`config.mk`:
```
export PLATFORM = sky130hd
export DESIGN_NAME = mem_dma_engine
export DESIGN_NICKNAME = d
export VERILOG_FILES = /design/src/rtl/mem_dma_pkg.sv /design/src/rtl/mem_dma_addr_gen.sv /design/src/rtl/mem_dma_engine.sv
export SDC_FILE = /design/constraint.sdc
export NUM_CORES = 1
export LEC_CHECK = 0
export BUFFER_PORTS_ARGS = -buffer_cell sky130_fd_sc_hd__buf_4
export CORE_MARGIN = 2
export CORE_UTILIZATION = 50
export CTS_CLUSTER_DIAMETER = 150
export DETAILED_ROUTE_END_ITERATION = 8
export GPL_ROUTABILITY_DRIVEN = 0
export PLACE_DENSITY = 0.7
export SYNTH_ARGS = -nofsm -noshare
export SYNTH_HDL_FRONTEND = slang
export SYNTH_SLANG_ARGS = --single-unit
```
`constraint.sdc`:
```
create_clock -name clk -period 9.1 [get_ports clk]
set_input_delay 0 -clock clk [delete_from_list [all_inputs] [get_ports clk]]
set_output_delay 0 -clock clk [all_outputs]
set_load 0.1 [all_outputs]
```
`src/rtl/mem_dma_pkg.sv`:
```
// Shared definitions for the memory DMA engine: FSM state encoding,
// transfer mode encoding, word stride and a range-check helper.
package mem_dma_pkg;

    typedef enum logic [1:0] {
        IDLE = 2'd0,
        RD   = 2'd1,
        WR   = 2'd2,
        DONE = 2'd3
    } state_t;

    localparam logic MODE_COPY = 1'b0;
    localparam logic MODE_FILL = 1'b1;

    // Byte distance between consecutive RAM words.
    localparam int unsigned WORD_STRIDE = 32'd4;

    // True when a block of len words starting at word index base_word
    // stays inside a RAM of mem_words words. Operands are widened by the
    // caller so the sum cannot wrap.
    function automatic logic range_ok(input logic [63:0] base_word,
                                      input logic [63:0] len_words,
                                      input logic [63:0] mem_words);
        return (base_word + len_words) <= mem_words;
    endfunction

endpackage

```
`src/rtl/mem_dma_addr_gen.sv`:
```
// Pointer / count datapath for the DMA engine.
// Ports:
//   clk, rst     : clock, synchronous active-high reset
//   load         : accept a validated command (len >= 1)
//   step         : one word has been written; advance pointers, count down
//   copy_mode    : 1 for copy (direction may be descending), 0 for fill
//   src_in/dst_in/len_in : command fields sampled on load
//   src_nxt/dst_nxt : pointer values that will be held after this edge
//   last         : the word currently being written is the final one
module mem_dma_addr_gen
    import mem_dma_pkg::*;
#(
    parameter int ADDR_W = 32,
    parameter int LEN_W  = 12
) (
    input  logic              clk,
    input  logic              rst,
    input  logic              load,
    input  logic              step,
    input  logic              copy_mode,
    input  logic [ADDR_W-1:0] src_in,
    input  logic [ADDR_W-1:0] dst_in,
    input  logic [LEN_W-1:0]  len_in,
    output logic [ADDR_W-1:0] src_nxt,
    output logic [ADDR_W-1:0] dst_nxt,
    output logic              last
);

    localparam int WIDE = ADDR_W + LEN_W + 3;
    localparam logic [ADDR_W-1:0] STRIDE = ADDR_W'(WORD_STRIDE);

    logic [ADDR_W-1:0] src_ptr_r;
    logic [ADDR_W-1:0] dst_ptr_r;
    logic [LEN_W-1:0]  cnt_r;
    logic              desc_r;

    logic [LEN_W-1:0]  cnt_nxt_s;
    logic              desc_nxt_s;
    logic [WIDE-1:0]   src_w_s;
    logic [WIDE-1:0]   dst_w_s;
    logic [WIDE-1:0]   src_end_w_s;
    logic              overlap_s;
    logic [ADDR_W-1:0] tail_off_s;

    // Overlap test in widened arithmetic: a copy whose destination starts
    // inside the source block must run top-down so unread source words are
    // not overwritten first.
    assign src_w_s     = WIDE'(src_in);
    assign dst_w_s     = WIDE'(dst_in);
    assign src_end_w_s = src_w_s + (WIDE'(len_in) << 2);
    assign overlap_s   = copy_mode && (dst_w_s > src_w_s) && (dst_w_s < src_end_w_s);
    assign tail_off_s  = ADDR_W'(len_in - LEN_W'(1)) << 2;

    assign last = (cnt_r == LEN_W'(1));

    // Next pointer/count values: load initial pointers, step, or hold.
    always_comb begin
        src_nxt    = src_ptr_r;
        dst_nxt    = dst_ptr_r;
        cnt_nxt_s  = cnt_r;
        desc_nxt_s = desc_r;
        if (load) begin
            desc_nxt_s = overlap_s;
            cnt_nxt_s  = len_in;
            if (overlap_s) begin
                src_nxt = src_in + tail_off_s;
                dst_nxt = dst_in + tail_off_s;
            end else begin
                src_nxt = src_in;
                dst_nxt = dst_in;
            end
        end else if (step) begin
            cnt_nxt_s = cnt_r - LEN_W'(1);
            if (desc_r) begin
                src_nxt = src_ptr_r - STRIDE;
                dst_nxt = dst_ptr_r - STRIDE;
            end else begin
                src_nxt = src_ptr_r + STRIDE;
                dst_nxt = dst_ptr_r + STRIDE;
            end
        end else begin
            cnt_nxt_s = cnt_r;
        end
    end

    // Pointer, count and direction registers.
    always_ff @(posedge clk) begin
        if (rst) begin
            src_ptr_r <= '0;
            dst_ptr_r <= '0;
            cnt_r     <= '0;
            desc_r    <= 1'b0;
        end else begin
            src_ptr_r <= src_nxt;
            dst_ptr_r <= dst_nxt;
            cnt_r     <= cnt_nxt_s;
            desc_r    <= desc_nxt_s;
        end
    end

endmodule

```
`src/rtl/mem_dma_engine.sv`:
```
// Memory DMA engine: block copy (RAM to RAM) and block fill (pattern to
// RAM) through the single data-RAM port, which it owns while busy.
// Ports:
//   clk, rst        : clock, synchronous active-high reset
//   start, mode     : command strobe (sampled in IDLE), 0 = copy, 1 = fill
//   src_addr, dst_addr, len, fill_data : command fields
//   busy, done, err : status; done/err are one-cycle pulses
//   mem_we, mem_a, mem_wd : RAM write enable, byte address, write data
//   mem_rd          : combinational RAM read data for mem_a
// All outputs are registered; they are computed from next-state values so
// their timing matches a Moore decode of the current state.
module mem_dma_engine
    import mem_dma_pkg::*;
#(
    parameter int DATA_W    = 32,
    parameter int ADDR_W    = 32,
    parameter int LEN_W     = 12,
    parameter int MEM_WORDS = 102
) (
    input  logic              clk,
    input  logic              rst,
    input  logic              start,
    input  logic              mode,
    input  logic [ADDR_W-1:0] src_addr,
    input  logic [ADDR_W-1:0] dst_addr,
    input  logic [LEN_W-1:0]  len,
    input  logic [DATA_W-1:0] fill_data,
    output logic              busy,
    output logic              done,
    output logic              err,
    output logic              mem_we,
    output logic [ADDR_W-1:0] mem_a,
    output logic [DATA_W-1:0] mem_wd,
    input  logic [DATA_W-1:0] mem_rd
);

    state_t            state_r;
    state_t            state_nxt_s;
    logic              mode_r;
    logic              mode_nxt_s;
    logic [DATA_W-1:0] fill_r;
    logic [DATA_W-1:0] fill_nxt_s;
    logic [DATA_W-1:0] data_r;
    logic [DATA_W-1:0] data_nxt_s;
    logic              err_pend_r;
    logic              err_pend_nxt_s;
    logic              load_s;
    logic              step_s;
    logic              last_s;
    logic [ADDR_W-1:0] src_nxt_s;
    logic [ADDR_W-1:0] dst_nxt_s;

    logic              aligned_s;
    logic              dst_fit_s;
    logic              src_fit_s;
    logic              cmd_ok_s;

    logic              busy_nxt_s;
    logic              done_nxt_s;
    logic              we_nxt_s;
    logic [ADDR_W-1:0] a_nxt_s;
    logic [DATA_W-1:0] wd_nxt_s;

    // Command validation on the live inputs, done in the accepting cycle.
    assign aligned_s = (src_addr[1:0] == 2'b00) && (dst_addr[1:0] == 2'b00);
    assign dst_fit_s = range_ok(64'(dst_addr >> 2), 64'(len), 64'(MEM_WORDS));
    assign src_fit_s = range_ok(64'(src_addr >> 2), 64'(len), 64'(MEM_WORDS));
    assign cmd_ok_s  = aligned_s && dst_fit_s && ((mode == MODE_FILL) || src_fit_s);

    mem_dma_addr_gen #(
        .ADDR_W (ADDR_W),
        .LEN_W  (LEN_W)
    ) u_addr_gen (
        .clk       (clk),
        .rst       (rst),
        .load      (load_s),
        .step      (step_s),
        .copy_mode (mode == MODE_COPY),
        .src_in    (src_addr),
        .dst_in    (dst_addr),
        .len_in    (len),
        .src_nxt   (src_nxt_s),
        .dst_nxt   (dst_nxt_s),
        .last      (last_s)
    );

    // Next-state logic and per-state datapath controls.
    always_comb begin
        state_nxt_s    = state_r;
        mode_nxt_s     = mode_r;
        fill_nxt_s     = fill_r;
        data_nxt_s     = data_r;
        err_pend_nxt_s = err_pend_r;
        load_s         = 1'b0;
        step_s         = 1'b0;
        case (state_r)
            IDLE: begin
                if (start) begin
                    mode_nxt_s = mode;
                    fill_nxt_s = fill_data;
                    if (!cmd_ok_s) begin
                        err_pend_nxt_s = 1'b1;
                        state_nxt_s    = DONE;
                    end else if (len == LEN_W'(0)) begin
                        err_pend_nxt_s = 1'b0;
                        state_nxt_s    = DONE;
                    end else begin
                        err_pend_nxt_s = 1'b0;
                        load_s         = 1'b1;
                        state_nxt_s    = (mode == MODE_FILL) ? WR : RD;
                    end
                end else begin
                    state_nxt_s = IDLE;
                end
            end
            RD: begin
                data_nxt_s  = mem_rd;
                state_nxt_s = WR;
            end
            WR: begin
                step_s = 1'b1;
                if (last_s) begin
                    state_nxt_s = DONE;
                end else if (mode_r == MODE_COPY) begin
                    state_nxt_s = RD;
                end else begin
                    state_nxt_s = WR;
                end
            end
            DONE: begin
                state_nxt_s = IDLE;
            end
            default: begin
                state_nxt_s = IDLE;
            end
        endcase
    end

    // Output values for the coming cycle, decoded from the next state.
    always_comb begin
        busy_nxt_s = (state_nxt_s == RD) || (state_nxt_s == WR);
        done_nxt_s = (state_nxt_s == DONE);
        we_nxt_s   = (state_nxt_s == WR);
        a_nxt_s    = '0;
        wd_nxt_s   = '0;
        case (state_nxt_s)
            RD: begin
                a_nxt_s = src_nxt_s;
            end
            WR: begin
                a_nxt_s  = dst_nxt_s;
                wd_nxt_s = (mode_nxt_s == MODE_FILL) ? fill_nxt_s : data_nxt_s;
            end
            default: begin
                a_nxt_s  = '0;
                wd_nxt_s = '0;
            end
        endcase
    end

    // State, command latches and registered RAM-port / status outputs.
    always_ff @(posedge clk) begin
        if (rst) begin
            state_r    <= IDLE;
            mode_r     <= MODE_COPY;
            fill_r     <= '0;
            data_r     <= '0;
            err_pend_r <= 1'b0;
            busy       <= 1'b0;
            done       <= 1'b0;
            err        <= 1'b0;
            mem_we     <= 1'b0;
            mem_a      <= '0;
            mem_wd     <= '0;
        end else begin
            state_r    <= state_nxt_s;
            mode_r     <= mode_nxt_s;
            fill_r     <= fill_nxt_s;
            data_r     <= data_nxt_s;
            err_pend_r <= err_pend_nxt_s;
            busy       <= busy_nxt_s;
            done       <= done_nxt_s;
            err        <= done_nxt_s && err_pend_nxt_s;
            mem_we     <= we_nxt_s;
            mem_a      <= a_nxt_s;
            mem_wd     <= wd_nxt_s;
        end
    end

endmodule

```
==> flow_metrics.py <==
metrics = {
    "timing": {
        "rsz0062_at_grt": "no",
        "layout_min_cycle_time_ns": 6.42,
        "hold_viol": 0,
        "finalSetupTns_ns": 0,
        "report.final.slew_viol_count": 0,
        "final_worst_clock_skew_ns": 0.0187,
        "finalWorstSetupSlack_ns": 2.68,
        "finalCritPeriodShare_pct": 70.6,
        "slew_headroom_pct": 15.1,
        "setup_viol_count_final": 0,
        "maxClockFrequency_mhz": 156,
        "worst-slew-pin-transition_ns": 1.27,
    },
    "critical_path": {
        "worst_setup_path_endpoint": "mem_a[21]",
        "worst-r2r-cell-count": 14,
        "critical_path_buf_inv_count": 5,
        "regToRegEndpoint": "mem_a[31]",
        "worstPathMaxFanout": 49,
        "crit_family": "compound AO/OA/AOI/OAI gates",
        "worstReg2RegStart": "u_addr_gen.desc_r",
        "setup.worst_path.class": "input pin to flop",
        "timing.critical_path.depth": 25,
        "crit_start": "len[0]",
        "cp_data_required_time_ns": 9.46,
        "cp_slowest_cell": "sky130_fd_sc_hd__a2111oi_1",
        "worstPathArrival_ns": 6.78,
        "timing.reg2reg.setup_slack_ns": 4.68,
        "timing.critical_path.slowest_cell_delay_ns": 0.73,
        "setup.worst_path.start_class": "input pin",
        "end_kind": "flop",
    },
    "synth": {
        "avgSynthCellArea_um2": 8.04,
        "post_synth_inst_count": 2242,
        "synth_cell_types": 83,
        "ys.flop_type": "sky130_fd_sc_hd__dfxtp_1",
        "synth_warnings": 0,
        "async_set_or_reset_register_ratio_after_synthesis_pct": 0,
        "ys_top_cells_by_area": "sky130_fd_sc_hd__dfxtp_1, sky130_fd_sc_hd__ha_1, sky130_fd_sc_hd__mux2i_1",
        "synth_net_count": 2598,
        "synth-edff-count": 0,
        "yosysSeqAreaShare_pct": 23.7,
        "netlist_area_before_placement_mm2": 0.0180,
        "yosysTopAreaCell": "sky130_fd_sc_hd__dfxtp_1",
        "netlist.area_leader.share_pct": 23.7,
        "ys_ff_latch": 213,
    },
    "power_and_ir_drop": {
        "sw_frac_of_total_pct": 34.7,
        "netSwitchingPower_mw": 0.986,
        "peakVddDrop_uv": 190,
        "power_density_mw_per_mm2": 132,
        "share_clk_of_total_power_pct": 32.9,
        "power.leakage_nw": 9.35,
        "combinationalPowerShare_pct": 31.6,
        "power_report.internal_total_mw": 1.85,
        "seq_power_share_pct": 35.5,
    },
    "clocking": {
        "cts_made_buffers": 23,
        "cts_htree_levels": 1,
        "clock_sink_count": 213,
        "clockBufferDepth": 3,
        "worstSkewPairLatency_ns": 0.54,
        "worst_setup_hold_path_clk_slew_ns": 0.06,
        "postCtsSetupRepairBufs": 0,
        "cts_tree": "done",
        "cts_root_buffer": "sky130_fd_sc_hd__clkbuf_16",
    },
    "drt": {
        "drt-initial-drc-count": 1259,
        "remaining_drc_errors": 0,
        "dr_total_vias": 17660,
        "drt_first_pass_iters": 6,
        "wl_per_cell_um": 18.9,
        "totalWireLength_um": 56200,
        "avgViaCountPerCell": 5.95,
        "antenna_violating_nets_post_route": 0,
    },
    "floorplanning": {
        "die_y_um": 194,
        "design.die.area_mm2": 0.0376,
        "core.rowCount": 69,
        "ios": 212,
        "die_width_um": 194,
        "start_util_pct": 50.7,
        "core_region_area_mm2": 0.0356,
    },
    "layout": {
        "post_route_cells_drive_above_1_share_pct": 13.4,
        "area.sequential_mm2": 0.00427,
        "fin_area_mm2": 0.0215,
        "multi_input_comb_area_mm2": 0.0131,
        "final_core_utilization_pct": 60.6,
        "antenna_cells_inserted": 0,
        "syn_to_layout_area_delta_pct": 19.6,
        "nFillCells": 3136,
        "nNetsFinal": 2847,
    },
    "place": {
        "hpwl_um": 41400,
        "portBuffers": 211,
        "placed_area_mm2": 0.0199,
        "dp_worst_setup_slack_ns": 2.87,
    },
    "global_routing": {
        "first_global_vias": 17344,
        "grt_overflow_total": 0,
        "grt_max_degree": 78,
        "antenna_found_initial": 0,
        "wire_length_of_the_first_global_routing_pass_um": 89400,
        "global_route.usage.total_pct": 28.9,
    },
    "hold_path": {
        "hold_path_class": "input pin to flop",
    },
    "run": {
        "maxCapViolCount": 0,
    },
    "run_status": {
        "outcome": "completed",
    },
}
## logic make-up (layout without fill, tap and decap cells)
family | count (synthesis) | after routing | synth area share, %
muxes | 176 | 176 | 10.2
and+or+nand+nor | 729 | 729 | 18.7
buffers and inverters | 164 | 428 | 3.71
xor gates and xnor gates | 155 | 155 | 7.53
adders and majority gates | 212 | 212 | 15.0
DFF | 213 | 213 | 23.7
AOI/OAI and AO/OA | 593 | 593 | 21.2
## power by group through the flow
stage / clock [mW] / combinational [mW] / sequential, mW
floorplan: 0 / 0.521 / 1.09
global placement: 0 / 0.826 / 1.03
detailed placement: 0 / 0.842 / 1.03
CTS: 0.943 / 0.879 / 1.01
global route: 0.977 / 0.973 / 1.01
finish: 0.935 / 0.897 / 1.01
## cell type report
cell class | count | area share [%]
Sequential cell | 213 | 19.8
Timing Repair Buffer | 311 | 11.8
Tap cell | 461 | 2.68
Inverter | 77 | 1.34
Clock buffer | 30 | 2.93
Clock inverter | 10 | 0.465
Multi-Input combinational cell | 1865 | 60.9
## placed cells by master, fill, tap and decap left out, types with 23 or more instances in the layout
| cell type | netlist | final |
|---|---|---|
| sky130_fd_sc_hd__mux2i_1 | 120 | 119 |
| sky130_fd_sc_hd__nand4_1 | 30 | 30 |
| sky130_fd_sc_hd__clkbuf_16 | 0 | 23 |
| sky130_fd_sc_hd__xor2_1 | 51 | 51 |
| sky130_fd_sc_hd__ha_1 | 206 | 206 |
| sky130_fd_sc_hd__nor2_1 | 301 | 301 |
| sky130_fd_sc_hd__nor3_1 | 50 | 49 |
| sky130_fd_sc_hd__inv_1 | 77 | 77 |
| sky130_fd_sc_hd__xnor2_1 | 104 | 104 |
| sky130_fd_sc_hd__a21o_1 | 72 | 72 |
| sky130_fd_sc_hd__nand3_1 | 46 | 46 |
| sky130_fd_sc_hd__o21ai_0 | 129 | 129 |
| sky130_fd_sc_hd__dfxtp_1 | 213 | 212 |
| sky130_fd_sc_hd__buf_4 | 0 | 224 |
| sky130_fd_sc_hd__nand2_1 | 156 | 156 |
| sky130_fd_sc_hd__dlygate4sd3_1 | 0 | 87 |
| sky130_fd_sc_hd__a21oi_1 | 146 | 146 |
| sky130_fd_sc_hd__mux2_2 | 52 | 52 |
| sky130_fd_sc_hd__o21a_1 | 28 | 28 |
| sky130_fd_sc_hd__a31oi_1 | 26 | 26 |
| sky130_fd_sc_hd__o22ai_1 | 24 | 24 |
| sky130_fd_sc_hd__a211oi_1 | 33 | 33 |
| sky130_fd_sc_hd__nor2b_1 | 31 | 30 |
## state kept, by name, indices dropped and copies added, names as in the netlist, 2 cells and up
register / flops
data_r: 32
fill_r: 32
mem_a: 32
mem_wd: 32
u_addr_gen.dst_ptr_r: 32
u_addr_gen.src_ptr_r: 32
u_addr_gen.cnt_r: 12
state_r: 2
## cell usage after synthesis, types with 6 or more instances
cell                        count
sky130_fd_sc_hd__o21bai_1      13
sky130_fd_sc_hd__and4_1         6
sky130_fd_sc_hd__inv_1         77
sky130_fd_sc_hd__or3_1         10
sky130_fd_sc_hd__a21o_1        72
sky130_fd_sc_hd__o211ai_1      14
sky130_fd_sc_hd__o21ai_0      129
sky130_fd_sc_hd__o22ai_1       24
sky130_fd_sc_hd__a211oi_1      33
sky130_fd_sc_hd__nand2_1      156
sky130_fd_sc_hd__and3_1        22
sky130_fd_sc_hd__a221oi_1       6
sky130_fd_sc_hd__buf_1          8
sky130_fd_sc_hd__nand4_1       30
sky130_fd_sc_hd__o32ai_1       10
sky130_fd_sc_hd__nor2b_1       31
sky130_fd_sc_hd__o31a_1         6
sky130_fd_sc_hd__nor3_1        50
sky130_fd_sc_hd__nor4_1        13
sky130_fd_sc_hd__xor2_1        51
sky130_fd_sc_hd__and2_1        12
sky130_fd_sc_hd__dfxtp_1      213
sky130_fd_sc_hd__a31oi_1       26
sky130_fd_sc_hd__fa_1           6
sky130_fd_sc_hd__o31ai_1       10
sky130_fd_sc_hd__nor3b_1        7
sky130_fd_sc_hd__clkbuf_1      70
sky130_fd_sc_hd__nor2_1       301
sky130_fd_sc_hd__nand3_1       46
sky130_fd_sc_hd__mux2i_1      120
sky130_fd_sc_hd__mux2_2        52
sky130_fd_sc_hd__o21ai_1        6
sky130_fd_sc_hd__a21oi_1      146
sky130_fd_sc_hd__or4_1          7
sky130_fd_sc_hd__ha_1         206
sky130_fd_sc_hd__a21boi_0       7
sky130_fd_sc_hd__o21a_1        28
sky130_fd_sc_hd__xnor2_1      104
sky130_fd_sc_hd__a2111oi_0      6
sky130_fd_sc_hd__nand2b_1      18
## per-stage QoR
stage | hold WS [ns] | power [mW] | instances
after floorplan | 0.161 | 1.61 | 2242
after global placement | 0.251 | 1.85 | 2840
after detailed placement | 0.260 | 1.87 | 2840
after CTS | 0.00356 | 2.83 | 2967
after global routing | 0.0219 | 2.96 | 2967
final | 0.00255 | 2.84 | 2967
## per-layer routing
metal / vias up / routed length, µm / global-route usage (%)
li1: 8651 / - / -
met3: 134 / 3570 / 4.82
met4: 0 / 2240 / 10.9
met2: 658 / 26700 / 51.1
met5: - / 0 / 0
met1: 8217 / 23700 / 35.1
## timing repair
| action | CTS | global route |
|---|---|---|
| resized for setup | 0 | 0 |
| hold buffers | 87 | 0 |
| endpoints found under the setup margin | 0 | 0 |
| hold endpoints to repair | 119 | 0 |
## how the worst min path moves through the flow
| stage | start | endpoint | slack [ns] | cells past startpoint |
|---|---|---|---|---|
| floorplan | mem_rd[0] | data_r[0] | 0.16 | 2 |
| global placement | mem_rd[22] | data_r[22] | 0.25 | 3 |
| detailed placement | mem_rd[16] | data_r[16] | 0.26 | 3 |
| CTS | dst_addr[11] | u_addr_gen.dst_ptr_r[11] | 0.004 | 4 |
| global route | src_addr[21] | u_addr_gen.src_ptr_r[21] | 0.02 | 5 |
| finish | rst | fill_r[14] | 0.003 | 2 |
(Power assumes the default switching activity.)
